File: config.mk
export PLATFORM = sky130hd
export DESIGN_NAME = seg_pipe_adder_flat
export DESIGN_NICKNAME = d
export VERILOG_FILES = /design/src/rtl/seg_pipe_adder_if.sv /design/src/rtl/seg_pipe_adder.sv /design/src/flat_wrapper.sv
export SDC_FILE = /design/constraint.sdc
export NUM_CORES = 1
export LEC_CHECK = 0
export CORE_ASPECT_RATIO = 0.8
export CORE_MARGIN = 4
export CORE_UTILIZATION = 59
export DETAILED_ROUTE_END_ITERATION = 12
export GPL_TIMING_DRIVEN = 0
export PLACE_DENSITY_LB_ADDON = 0.3
export SLEW_MARGIN = 5
export SYNTH_ARGS = -nofsm -noshare
export SYNTH_HDL_FRONTEND = slang
export SYNTH_SLANG_ARGS = --single-unit
File: constraint.sdc
create_clock -name clk -period 7.9 [get_ports clk]
set_input_delay 2.37 -clock clk [delete_from_list [all_inputs] [get_ports clk]]
set_output_delay 2.37 -clock clk [all_outputs]
set_load 0.01 [all_outputs]
File: src/rtl/seg_pipe_adder_if.sv
// rtl/seg_pipe_adder_if.sv - operand/result handshake bundle for seg_pipe_adder
interface seg_pipe_adder_if #(
  parameter int WIDTH = 16
);
  // Operand side
  logic             in_valid;
  logic             in_ready;
  logic [WIDTH-1:0] a;
  logic [WIDTH-1:0] b;
  logic             cin;
  logic             sub;
  // Result side
  logic             out_valid;
  logic             out_ready;
  logic [WIDTH-1:0] sum;
  logic             cout;
  logic             ovf;

  // Environment view: drives operands and result acceptance
  modport master (
    output in_valid, a, b, cin, sub, out_ready,
    input  in_ready, out_valid, sum, cout, ovf
  );

  // Adder view
  modport slave (
    input  in_valid, a, b, cin, sub, out_ready,
    output in_ready, out_valid, sum, cout, ovf
  );
endinterface

File: src/rtl/seg_pipe_adder.sv
// rtl/seg_pipe_adder.sv - segmented pipelined adder/subtractor; SEG_PIPE_ADDER_SAT_EN enables signed saturation
module seg_pipe_adder #(
  parameter int WIDTH = 16,
  parameter int SEG   = 4
) (
  input  logic            clk,
  input  logic            rst,
  seg_pipe_adder_if.slave bus
);
  localparam int SEG_SAFE = (SEG < 1) ? 1 : SEG;
  localparam int NST      = WIDTH / SEG_SAFE;

  if ((SEG < 1) || ((WIDTH % SEG_SAFE) != 0)) begin : g_bad_cfg
    $error("seg_pipe_adder: WIDTH must be a positive multiple of SEG");
  end

  // Stage k registers hold the operands (upper segments still pending), the
  // partial result (segments 0..k done), the carry out of segment k and the
  // beat's valid bit. The last stage's registers are the output.
  logic [WIDTH-1:0] a_q [NST];
  logic [WIDTH-1:0] b_q [NST];
  logic [WIDTH-1:0] s_q [NST];
  logic             c_q [NST];
  logic             v_q [NST];
  logic             ovf_q;

  // Values presented to each stage and what it will register
  logic [WIDTH-1:0] a_in [NST];
  logic [WIDTH-1:0] b_in [NST];
  logic [WIDTH-1:0] s_in [NST];
  logic             c_in [NST];
  logic             v_in [NST];
  logic [WIDTH-1:0] s_nx [NST];
  logic             c_nx [NST];
  logic             ovf_nx;

  logic stall;

  assign stall        = v_q[NST-1] & ~bus.out_ready;
  assign bus.in_ready = ~stall;

  assign bus.out_valid = v_q[NST-1];
  assign bus.sum       = s_q[NST-1];
  assign bus.cout      = c_q[NST-1];
  assign bus.ovf       = ovf_q;

  for (genvar k = 0; k < NST; k++) begin : g_stage
    localparam logic [WIDTH-1:0] SEG_MASK = WIDTH'({SEG_SAFE{1'b1}}) << (k * SEG_SAFE);

    logic [SEG_SAFE:0]  seg_sum;
    logic [WIDTH-1:0]   s_raw;

    if (k == 0) begin : g_first
      // Subtraction is A + ~B + 1: invert B here and force the first carry.
      assign a_in[k] = bus.a;
      assign b_in[k] = bus.b ^ {WIDTH{bus.sub}};
      assign s_in[k] = '0;
      assign c_in[k] = bus.sub | bus.cin;
      assign v_in[k] = bus.in_valid;
    end else begin : g_rest
      assign a_in[k] = a_q[k-1];
      assign b_in[k] = b_q[k-1];
      assign s_in[k] = s_q[k-1];
      assign c_in[k] = c_q[k-1];
      assign v_in[k] = v_q[k-1];
    end

    assign seg_sum = {1'b0, a_in[k][k*SEG_SAFE +: SEG_SAFE]}
                   + {1'b0, b_in[k][k*SEG_SAFE +: SEG_SAFE]}
                   + {{SEG_SAFE{1'b0}}, c_in[k]};
    assign s_raw   = (s_in[k] & ~SEG_MASK) | (WIDTH'(seg_sum[SEG_SAFE-1:0]) << (k * SEG_SAFE));
    assign c_nx[k] = seg_sum[SEG_SAFE];

    if (k == NST - 1) begin : g_last
      // Carry into the MSB recovered from the MSB sum bit: s = a ^ b ^ c.
      logic msb_cin;
      assign msb_cin = a_in[k][WIDTH-1] ^ b_in[k][WIDTH-1] ^ seg_sum[SEG_SAFE-1];
      assign ovf_nx  = msb_cin ^ seg_sum[SEG_SAFE];
`ifdef SEG_PIPE_ADDER_SAT_EN
      // Overflow direction follows A's sign: positive A saturates to max, negative to min.
      assign s_nx[k] = ovf_nx ? {a_in[k][WIDTH-1], {(WIDTH-1){~a_in[k][WIDTH-1]}}} : s_raw;
`else
      assign s_nx[k] = s_raw;
`endif
    end else begin : g_mid
      assign s_nx[k] = s_raw;
    end
  end

  // Advance all stages together unless the output is stalled; reset clears everything.
  always_ff @(posedge clk or posedge rst) begin
    if (rst) begin
      for (int k = 0; k < NST; k++) begin
        a_q[k] <= '0;
        b_q[k] <= '0;
        s_q[k] <= '0;
        c_q[k] <= 1'b0;
        v_q[k] <= 1'b0;
      end
      ovf_q <= 1'b0;
    end else if (!stall) begin
      for (int k = 0; k < NST; k++) begin
        a_q[k] <= a_in[k];
        b_q[k] <= b_in[k];
        s_q[k] <= s_nx[k];
        c_q[k] <= c_nx[k];
        v_q[k] <= v_in[k];
      end
      ovf_q <= ovf_nx;
    end
  end
endmodule

File: src/flat_wrapper.sv
// flat-port wrapper written by rule: the top's interface ports become plain ports
module seg_pipe_adder_flat 
#(
  parameter int WIDTH = 16,
  parameter int SEG   = 4
)
  (clk, rst, bus_in_valid, bus_a, bus_b, bus_cin, bus_sub, bus_out_ready, bus_in_ready, bus_out_valid, bus_sum, bus_cout, bus_ovf);
  seg_pipe_adder_if #(.WIDTH(WIDTH)) bus_i ();
  input  logic clk;
  input  logic rst;
  input wire logic [$bits(bus_i.in_valid)-1:0] bus_in_valid;
  input wire logic [$bits(bus_i.a)-1:0] bus_a;
  input wire logic [$bits(bus_i.b)-1:0] bus_b;
  input wire logic [$bits(bus_i.cin)-1:0] bus_cin;
  input wire logic [$bits(bus_i.sub)-1:0] bus_sub;
  input wire logic [$bits(bus_i.out_ready)-1:0] bus_out_ready;
  output wire logic [$bits(bus_i.in_ready)-1:0] bus_in_ready;
  output wire logic [$bits(bus_i.out_valid)-1:0] bus_out_valid;
  output wire logic [$bits(bus_i.sum)-1:0] bus_sum;
  output wire logic [$bits(bus_i.cout)-1:0] bus_cout;
  output wire logic [$bits(bus_i.ovf)-1:0] bus_ovf;
  assign bus_i.in_valid = bus_in_valid;
  assign bus_i.a = bus_a;
  assign bus_i.b = bus_b;
  assign bus_i.cin = bus_cin;
  assign bus_i.sub = bus_sub;
  assign bus_i.out_ready = bus_out_ready;
  assign bus_in_ready = bus_i.in_ready;
  assign bus_out_valid = bus_i.out_valid;
  assign bus_sum = bus_i.sum;
  assign bus_cout = bus_i.cout;
  assign bus_ovf = bus_i.ovf;
  seg_pipe_adder #(.WIDTH(WIDTH), .SEG(SEG)) u_core (.clk(clk), .rst(rst), .bus(bus_i));
endmodule
### Yosys cells after proc, flatten, opt, wreduce, memory -nomap -nowiden

Cells that the tools add are included.

* bits in registers: 145
* bits of input ports: 38
* output and inout bits: 20
* logic and storage cells: 38

* add/subtract/negate cells: 8
* bitwise gates (word level): 11

Operators with widths (number)
* adder 4 x 4 -> 5 bit: 4
* adder 5 x 1 -> 5 bit: 4
* OR 12 x 16 -> 16 bit: 1
* XOR 16 bit: 1
* OR 8 x 12 -> 12 bit: 1
* OR 4 x 8 -> 8 bit: 1
* XOR 1 bit: 3
* NOT 1 bit: 2
* AND 1 bit: 1
* OR 1 bit: 1

### Depth between registers and ports, before layout

Gate-level depths: netlist of the first run.

* depth after elaboration: 4
* mapped depth: 9
* mapped depth without buffers: 7

### Worst setup path before layout of the first run

OpenSTA, ideal clock, no wires.

* path type: input-to-output
* start point: input bus_out_ready
* end point: output bus_in_ready
* data arrival time: 2813 ps
* setup slack: 2717 ps
* cell stages on the path: 4
* path through: nor2b_1 > buf_4 > inv_4 > buf_2

* cells in the longest elaborated chain, start to end: 3

Ends and longest elaborated chain
* start: declaration: RTL line flat_wrapper.sv:16 `input wire logic [$bits(bus_i.out_ready)-1:0] bus_out_ready;`
* NOT 1 bit: RTL line seg_pipe_adder.sv:39 `assign stall = v_q[NST-1] & ~bus.out_ready;`
* AND 1 bit: RTL line seg_pipe_adder.sv:39
* NOT 1 bit: RTL line seg_pipe_adder.sv:40 `assign bus.in_ready = ~stall;`
* end: declaration: RTL line flat_wrapper.sv:17 `output wire logic [$bits(bus_i.in_ready)-1:0] bus_in_ready;`

No other way between the ends.

### Worst setup path after layout of the first run

Same ends and word-level chain as after synthesis.

==> results.sh, run 1 <==
export IMPL_root_buffer="clkbuf_8"
export IMPL_setup_violations=0
export IMPL_power_frac_seq=0.424
export IMPL_end_kind="primary output"
export IMPL_dr_wl_met3_um=672
export IMPL_period_needed_ns=6.369
export IMPL_core_area_um2=6993
export IMPL_overflow=0
export IMPL_h_tree_depth=3
export IMPL_synth_seq_cells=97
export IMPL_io_buffers=56
export IMPL_maxCapViolations=0
export IMPL_crit_start="bus_out_ready"
export IMPL_synth_top_area_cell="dfrtp_1"
export IMPL_hold_viol=0
export IMPL_cts_hold_buffers_added=0
export IMPL_io_pins=58
export IMPL_wl_met1_um=3927
export IMPL_cp_arrival_ns=4.00
export IMPL_p_leak_uw=0.002620
export IMPL_rows=27
export IMPL_drc=0
export IMPL_gp_congestion=0.8293
export IMPL_startpoint_type="primary input"
export IMPL_area_delta_synth_final_pct=21.45
export IMPL_grt_pass1_wl_um=15550
export IMPL_wl_per_cell_um=15.01
export IMPL_cts_tree="yes"
export IMPL_critPathMaxFanout=10
export IMPL_finalCritPeriodShare=0.8062
export IMPL_cts_buffers=9
export IMPL_rr_startpoint="u_core.c_in[0]"
export IMPL_grt_max_degree=57
export IMPL_clock_sinks=97
export IMPL_gr_usage_all_layers=0.2348
export IMPL_rsz0062_at_grt="no"
export IMPL_internal_power_uw=1269
export IMPL_p_switching_uw=717.9
export IMPL_yosysTopAreaCellShare=0.5653
export IMPL_muxShareOfSynthArea=0.003497
export IMPL_dieArea_um2=8715
export IMPL_placed_cells=603
export IMPL_die_y_um=84.31
export IMPL_p_clk_frac=0.184
export IMPL_vias=3221
export IMPL_cts_setup_buffers=0
export IMPL_path_class="primary input to primary output"
export IMPL_synth_xor_area_share=0.04691
export IMPL_drtIter0Drc=175
export IMPL_tns_ns=0
export IMPL_routed_wl_met2_um=4601
export IMPL_yosysSeqAreaShare=0.5653
export IMPL_diodes=0
export IMPL_clkTransAtPathRegs_ns=0.10
export IMPL_power_frac_comb=0.393
export IMPL_regArea_um2=2427
export IMPL_fmax_mhz=157.0
export IMPL_hold_start="u_core.b_in[30]"
export IMPL_ant_nets=0
export IMPL_synth_adder_area_share=0.07226
export IMPL_viasPerCell=5.204
export IMPL_fin_cells=619
export IMPL_clock_latency_ns=0.37
export IMPL_routed_wl_um=9294
export IMPL_nets=585
export IMPL_top_layer="met4"
export IMPL_drive_gt1_frac=0.07895
export IMPL_slew_headroom=0.5384
export IMPL_antenna_found_initial=0
export IMPL_ir_drop_mv=0.1577
export IMPL_synth_compound_area_frac=0.05769
export IMPL_synth_top_family_by_area="simple AND/OR/NAND/NOR gates"
export IMPL_dp_hpwl_um=6572
export IMPL_initial_utilization=0.6141
export IMPL_status="finished clean"
export IMPL_ctsResizeCount=0
export IMPL_synth_distinct_cells=21
export IMPL_synth_simple_area_share=0.2078
export IMPL_drv_slew=0
export IMPL_hold_class="register to register"
export IMPL_die_width_um=103.4
export IMPL_synth_area_top_cells="dfrtp_1 57%, nand2_1 18%, fa_1 3.7%"
export IMPL_yosysWarnings=0
export IMPL_syn_inst=459
export IMPL_firstDrtPassIters=4
export IMPL_power_density_nw_per_um2=381.0
export IMPL_cts_buffer_depth=2
export IMPL_syn_area_um2=4294
export IMPL_fillers=493
export IMPL_grt_pass1_vias=3290
export IMPL_cp_required_ns=5.53
export IMPL_syn_avg_cell_area_um2=9.355
export IMPL_finalClockSkew_ns=0.01326
export IMPL_multiInputGateArea_um2=1667
export IMPL_synth_fp_nets=517
export IMPL_worst_pin_slew_ns=0.6924
export IMPL_p_sw_frac=0.3613
## kinds of logic after synthesis
family | Yosys count
AND/OR/NAND/NOR | 233
flip-flops | 97
AO/OA/AOI/OAI | 46
buffers and inverters | 39
XOR/XNOR | 23
adder cells (fa/ha/maj) | 20
multiplexers | 1
## stage by stage
step           hold WS, ns  setup slack (ns)  instance area, um2  total power (uW)    util
3_3_place_gp        0.4429             1.563                4964              1571  0.7098
4_1_cts             0.4711             1.536                5215              1993  0.7458
5_1_grt             0.4947             1.474                5215              2140  0.7458
6_report            0.4652             1.531                5215              1987  0.7458
3_5_place_dp        0.4543             1.554                4986              1626  0.7130
2_1_floorplan       0.4300             2.717                4294              1332       -
## power by group through the flow
stage               Sequential (uW)  Clock, uW  Combinational, uW
floorplan                       844          0                488
global placement                838          0                732
detailed placement              848          0                778
CTS                             840        366                787
global route                    866        391                882
finish                          842        365                780
## path summary, 6_finish.rpt
path | endpoint | slack (ns) | depth (start not counted)
max | bus_in_ready | 1.53 | 6
min | u_core.b_in[14] | 0.47 | 2
max reg2reg | u_core.bus.ovf | 6.02 | 7
min reg2reg | u_core.b_in[14] | 0.47 | 2
max in group asynchronous | u_core.a_in[45] | 4.78 | 3
min in group asynchronous | u_core.bus.sum[2] | 2.46 | 2
## state kept, by name (all words and copies together) (netlist names)
| signal | flops |
|---|---|
| u_core.c_in | 3 |
| u_core.bus.out_valid | 1 |
| u_core.bus.ovf | 1 |
| u_core.bus.sum | 16 |
| u_core.bus.cout | 1 |
| u_core.a_in | 24 |
| u_core.v_in | 3 |
| u_core.b_in | 24 |
| u_core.s_in | 24 |
## placed cells by master (no fill, tap or decap), types with 2 or more instances in the layout
| cell | Yosys | routed |
|---|---|---|
| buf_4 | 8 | 8 |
| nor2_1 | 18 | 18 |
| o21ai_0 | 27 | 27 |
| nor2b_1 | 4 | 4 |
| a21oi_2 | 2 | 2 |
| a21o_1 | 4 | 4 |
| ha_1 | 12 | 12 |
| fa_1 | 8 | 8 |
| buf_2 | 11 | 11 |
| clkdlybuf4s50_1 | 0 | 56 |
| inv_4 | 1 | 2 |
| xor2_1 | 11 | 11 |
| dfrtp_1 | 97 | 97 |
| clkbuf_8 | 0 | 11 |
| nand2_1 | 208 | 208 |
| clkbuf_1 | 3 | 4 |
| inv_1 | 15 | 14 |
| bufinv_16 | 0 | 2 |
| a21oi_1 | 13 | 13 |
| nand2b_1 | 2 | 2 |
| xnor2_1 | 12 | 12 |
## worst max-delay path, cell delays in order
cell	delay, ns
clkdlybuf4s50_1	0.45
nor2b_1	0.04
buf_4	0.16
inv_4	0.08
buf_2	0.28
clkdlybuf4s50_1	0.60
## layer usage
layer / vias up / global-route usage
met5: - / 0
met4: 0 / 0.06353
met3: 9 / 0.06395
met2: 92 / 0.3843
met1: 1575 / 0.3085
li1: 1545 / -
## cells in the mapped netlist
library cell	n
a21o_1	4
a21oi_1	13
a21oi_2	2
buf_2	11
buf_4	8
buf_6	1
clkbuf_1	3
dfrtp_1	97
fa_1	8
ha_1	12
inv_1	15
inv_4	1
mux2_4	1
nand2_1	208
nand2b_1	2
nor2_1	18
nor2b_1	4
o21ai_0	27
or2_2	1
xnor2_1	12
xor2_1	11
## layout make-up
cell class | instances | share of cell area
inverters | 16 | 0.01248
clock inverters | 4 | 0.01416
flip-flops and latches | 97 | 0.4655
repair buffers | 57 | 0.1113
multi-input cells | 323 | 0.3196
well taps | 87 | 0.02087
plain buffers | 23 | 0.02639
clock buffers | 12 | 0.02975
Power figures use the tool's default switching activity.
==> run 2: changes to the inputs <==
--- a/config.mk
+++ b/config.mk
@@ -7,7 +7,7 @@
 export LEC_CHECK = 0
 export CORE_ASPECT_RATIO = 0.8
 export CORE_MARGIN = 4
-export CORE_UTILIZATION = 59
+export CORE_UTILIZATION = 49
 export DETAILED_ROUTE_END_ITERATION = 12
 export GPL_TIMING_DRIVEN = 0
 export PLACE_DENSITY_LB_ADDON = 0.3
==> constraint.sdc (replaced) <==
create_clock -name clk -period 5.4 [get_ports clk]
set_input_delay 1.62 -clock clk [delete_from_list [all_inputs] [get_ports clk]]
set_output_delay 1.62 -clock clk [all_outputs]
set_load 0.01 [all_outputs]
==> run 2 against run 1 <==
Effect of this change: die area grew 19%; critical path depth is the same; sequential power grew 46%; largest power group unchanged; highest routed layer unchanged.
==> results.sh, run 2 (same netlist as run 1, synthesis figures left out) <==
export IMPL_ctsResizeCount=0
export IMPL_hold_class="register to register"
export IMPL_cts_setup_buffers=0
export IMPL_final_common_cell="nand2_1"
export IMPL_drc=0
export IMPL_cts_buffers=9
export IMPL_post_place_ws_ns=0.5274
export IMPL_initial_utilization=0.5040
export IMPL_cts_buffer_depth=2
export IMPL_gp_congestion=0.8051
export IMPL_dieArea_um2=10330
export IMPL_reg2regPathDepth=7
export IMPL_grt_pass1_wl_um=15390
export IMPL_diodes=0
export IMPL_viasPerCell=4.907
export IMPL_max_stage_delay_ns=0.59
export IMPL_nets=585
export IMPL_clock_sinks=97
export IMPL_cp_cell_sequence="clkdlybuf4s50_1 -> nor2b_1 -> buf_4 -> inv_4 -> buf_2 -> clkdlybuf4s50_1"
export IMPL_final_critical_path_setup_slack_ns=0.5517
export IMPL_finalClockSkew_ns=0.009563
export IMPL_cts_hold_buffers_added=0
export IMPL_hold_start="u_core.a_in[28]"
export IMPL_wl_per_cell_um=13.87
export IMPL_rsz0062_at_grt="no"
export IMPL_worst_pin_slew_ns=0.6456
export IMPL_drtIter0Drc=149
export IMPL_maxCapViolations=0
export IMPL_rows=30
export IMPL_cp_arrival_ns=3.23
export IMPL_min_to="u_core.a_in[28]"
export IMPL_routed_wl_um=8934
export IMPL_place_area_um2=5025
export IMPL_ant_nets=0
export IMPL_core_area_um2=8521
export IMPL_gr_usage_all_layers=0.1875
export IMPL_drive_gt1_frac=0.08083
export IMPL_dp_hpwl_um=6484
export IMPL_rr_endpoint="u_core.bus.ovf"
export IMPL_grt_pass1_vias=3251
export IMPL_io_pins=58
export IMPL_clock_latency_ns=0.36
export IMPL_clkTransAtPathRegs_ns=0.08
export IMPL_layout_common_cells="208 x nand2_1, 97 x dfrtp_1, 56 x clkdlybuf4s50_1"
export IMPL_overflow=0
export IMPL_critPathMaxFanout=10
export IMPL_total_power_uw=2863
export IMPL_setup_violations=0
export IMPL_ir_drop_mv=0.2393
export IMPL_r2r_slack_ns=3.56
export IMPL_finalCritPeriodShare=0.8978
export IMPL_vias=3160
export IMPL_crit_slowest_cell="clkdlybuf4s50_1"
export IMPL_status="finished clean"
export IMPL_hold_viol=0
export IMPL_rr_startpoint="u_core.c_in[0]"
export IMPL_cp_required_ns=3.78
export IMPL_fin_area_um2=5253
export IMPL_root_buffer="clkbuf_8"
export IMPL_end_kind="primary output"
export IMPL_grt_max_degree=62
export IMPL_die_width_um=112.7
export IMPL_cts_tree="yes"
export IMPL_area_delta_synth_final_pct=22.32
export IMPL_h_tree_depth=3
export IMPL_drv_slew=0
export IMPL_p_leak_uw=0.002619
export IMPL_fmax_mhz=206.3
export IMPL_worstHoldPathCells=2
export IMPL_io_buffers=56
export IMPL_firstDrtPassIters=5
export IMPL_crit_top_cell="clkdlybuf4s50_1"
export IMPL_period_needed_ns=4.848
export IMPL_antenna_found_initial=0
export IMPL_startpoint_type="primary input"
export IMPL_tns_ns=0
export IMPL_power_density_nw_per_um2=545.1
export IMPL_die_y_um=91.73
export IMPL_slew_headroom=0.5696
export IMPL_path_class="primary input to primary output"
-- run 2: changes by cell type in the layout (fill, tap and decap cells not counted) --
cell,before,now
buf_16,0,1
clkbuf_1,4,3
clkinvlp_4,0,1
clkbuf_8,11,10
clkinv_4,0,1
buf_12,1,0
-- run 2: routing by layer --
layer | vias to the layer above | part of all wire | GRT usage
met5 | - | 0 | 0
met4 | 0 | 0.013 | 0.04905
met3 | 10 | 0.086 | 0.05475
met2 | 99 | 0.47 | 0.3033
met1 | 1499 | 0.43 | 0.2491
li1 | 1552 | - | -
-- run 2: metrics by stage --
stage / utilization / std cells / hold slack, ns
detailed placement: 0.5897 / 628 / 0.4502
floorplan: - / 459 / 0.4300
global placement: 0.5862 / 627 / 0.4467
finish: 0.6164 / 644 / 0.4714
CTS: 0.6164 / 644 / 0.4714
global route: 0.6164 / 644 / 0.4849
-- run 2: area by class of cell --
cell class,count,area [um2]
Timing Repair Buffer,57,588.1
Clock buffer,10,137.6
Multi-Input combinational cell,323,1667
Buffer,23,137.6
Inverter,16,65.06
Clock inverter,6,90.09
Tap cell,112,140.1
Sequential cell,97,2427
Fill cell,741,3268
-- run 2: worst max-delay path: cells and delay by family --
kind                   cells  cell delay [ns]
AND/OR/NAND/NOR            1             0.04
buffers and inverters      5             1.56
-- run 2: report_power, final --
| group | switching [uW] | internal, uW |
|---|---|---|
| Sequential | 177 | 1050 |
| Combinational | 596 | 516 |
| Clock | 248 | 275 |
-- run 2: how the worst max path moves through the flow --
stage                  start         endpoint  slack (ns)  cells past startpoint
2_1_floorplan            rst  u_core.a_in[12]        1.25                      1
3_3_place_gp             rst  u_core.a_in[38]       -0.12                      2
3_5_place_dp   bus_out_ready     bus_in_ready        0.53                      6
4_1_cts        bus_out_ready     bus_in_ready        0.53                      6
5_1_grt        bus_out_ready     bus_in_ready        0.46                      6
6_report       bus_out_ready     bus_in_ready        0.55                      6
==> patch: new RTL, settings of run 2 <==
The option `SEG_PIPE_ADDER_SAT_EN` is turned on by a define.
--- a/src/rtl/seg_pipe_adder.sv
+++ b/src/rtl/seg_pipe_adder.sv
@@ -1,4 +1,6 @@
 // rtl/seg_pipe_adder.sv - segmented pipelined adder/subtractor; SEG_PIPE_ADDER_SAT_EN enables signed saturation
+`define SEG_PIPE_ADDER_SAT_EN
+
 module seg_pipe_adder #(
   parameter int WIDTH = 16,
   parameter int SEG   = 4
Behaviour: not the same (Yosys sat finds a counterexample within 10 cycles, from zero or initial values and one cycle with rst high).
==> patch against run 2 <==
  * Register-to-register slack worse by 0.62 ns
  * Worst setup slack got worse by 0.43 ns
  * First-iteration DRC count is 4.0% higher
  * Area after synthesis increased by 1.5%
  * Routed wire length increased by 3.9%
  * Sequential cell count unchanged
  * Final cell count is 0.93% higher
  * Fmax down 8.2%
  * Critical path depth did not move
  * Power rose by 12%
  * Design area increased by 1.7%
  * Via count increased by 3.5%
  * Critical path type unchanged
  * Highest routed layer unchanged
==> patch: results (changes against run 2) <==
synth_compound_area_share_pct: 6.833  # +1.1 points
dpl-instance-area_um2: 5089  # +1.3%
ys_types: 27  # +29%
status: "complete, no violations"
grt_pass1_vias: 3398  # +4.5%
dp.cells: 635  # +1.1%
nets: 592  # +1.2%
pre_cts_ws_ns: 0.009110  # -0.5183 ns
grtUsageMet3_pct: 4.637  # -0.84 points
grt_max_degree: 60  # -3.2%
internal_power_mw: 2.017  # +9.5%
synth_top_cells_by_count: "179 x nand2_1, 97 x dfrtp_1, 29 x o21ai_0, 23 x nand3_1, 22 x clkbuf_1"
synthAdderAreaFrac_pct: 7.350  # +0.12 points
dp_hpwl_um: 6860  # +5.8%
met1_length_um: 4237  # +9.8%
dr_wl_met2_um: 4386  # +4.6%
track_usage_pct: 19.25  # +0.50 points
synth_area_per_cell_um2: 9.352  # about the same
drt-initial-drc-count: 155  # +4.0%
dr_wl_met3_um: 447  # -42%
min_to: "u_core.v_in[0]"
peakVddDrop_v: 0.0002792  # +17%
gr-usage-met2_pct: 32.35  # +2.0 points
drt_wl_total_um: 9280  # +3.9%
globalplace.congestion: 0.8479  # +5.3%
yosys-top-cells-area: "dfrtp_1 56%, nand2_1 15%, fa_1 3.7%"
cp.arrival_ns: 3.66  # +0.43 ns
synthMuxAreaShare_pct: 0.7178  # +0.37 points
r2r-end: "u_core.bus.sum[13]"
finClkSkew_ns: 0.007555  # -0.002008 ns
synth-xor-area-share_pct: 4.393  # -0.30 points
[patch: changes by cell type in the layout (fill, tap and decap cells not counted), sizes merged, moves of 2 or more]
cell    before  now
a21oi       15   17
xor2        11    9
nand2      208  179
clkbuf      13   33
nand3        0   23
mux2i        0    2
buf         21    4
clkinv       2    0
o21ai       27   29
[patch: layout make-up]
type / instances / area [um^2]
Fill cell: 784 / 3218
Sequential cell: 97 / 2427
Multi-Input combinational cell: 327 / 1763
Timing Repair Buffer: 57 / 588.1
Clock buffer: 11 / 151.4
Tap cell: 112 / 140.1
Buffer: 25 / 105.1
Clock inverter: 4 / 98.84
Inverter: 17 / 66.31
[patch: kinds of logic (layout without fill, tap and decap cells)]
family / Yosys count / in the layout
simple gates: 230 / 230
flops: 97 / 97
compound gates: 52 / 52
buf+inv: 42 / 114
fa+ha+maj: 21 / 21
xor+xnor: 21 / 21
mux: 3 / 3
[patch: what timing repair did]
item	CTS	global route
hold buffers	0	0
endpoints found under the setup margin	1	0
resized for setup	1	0
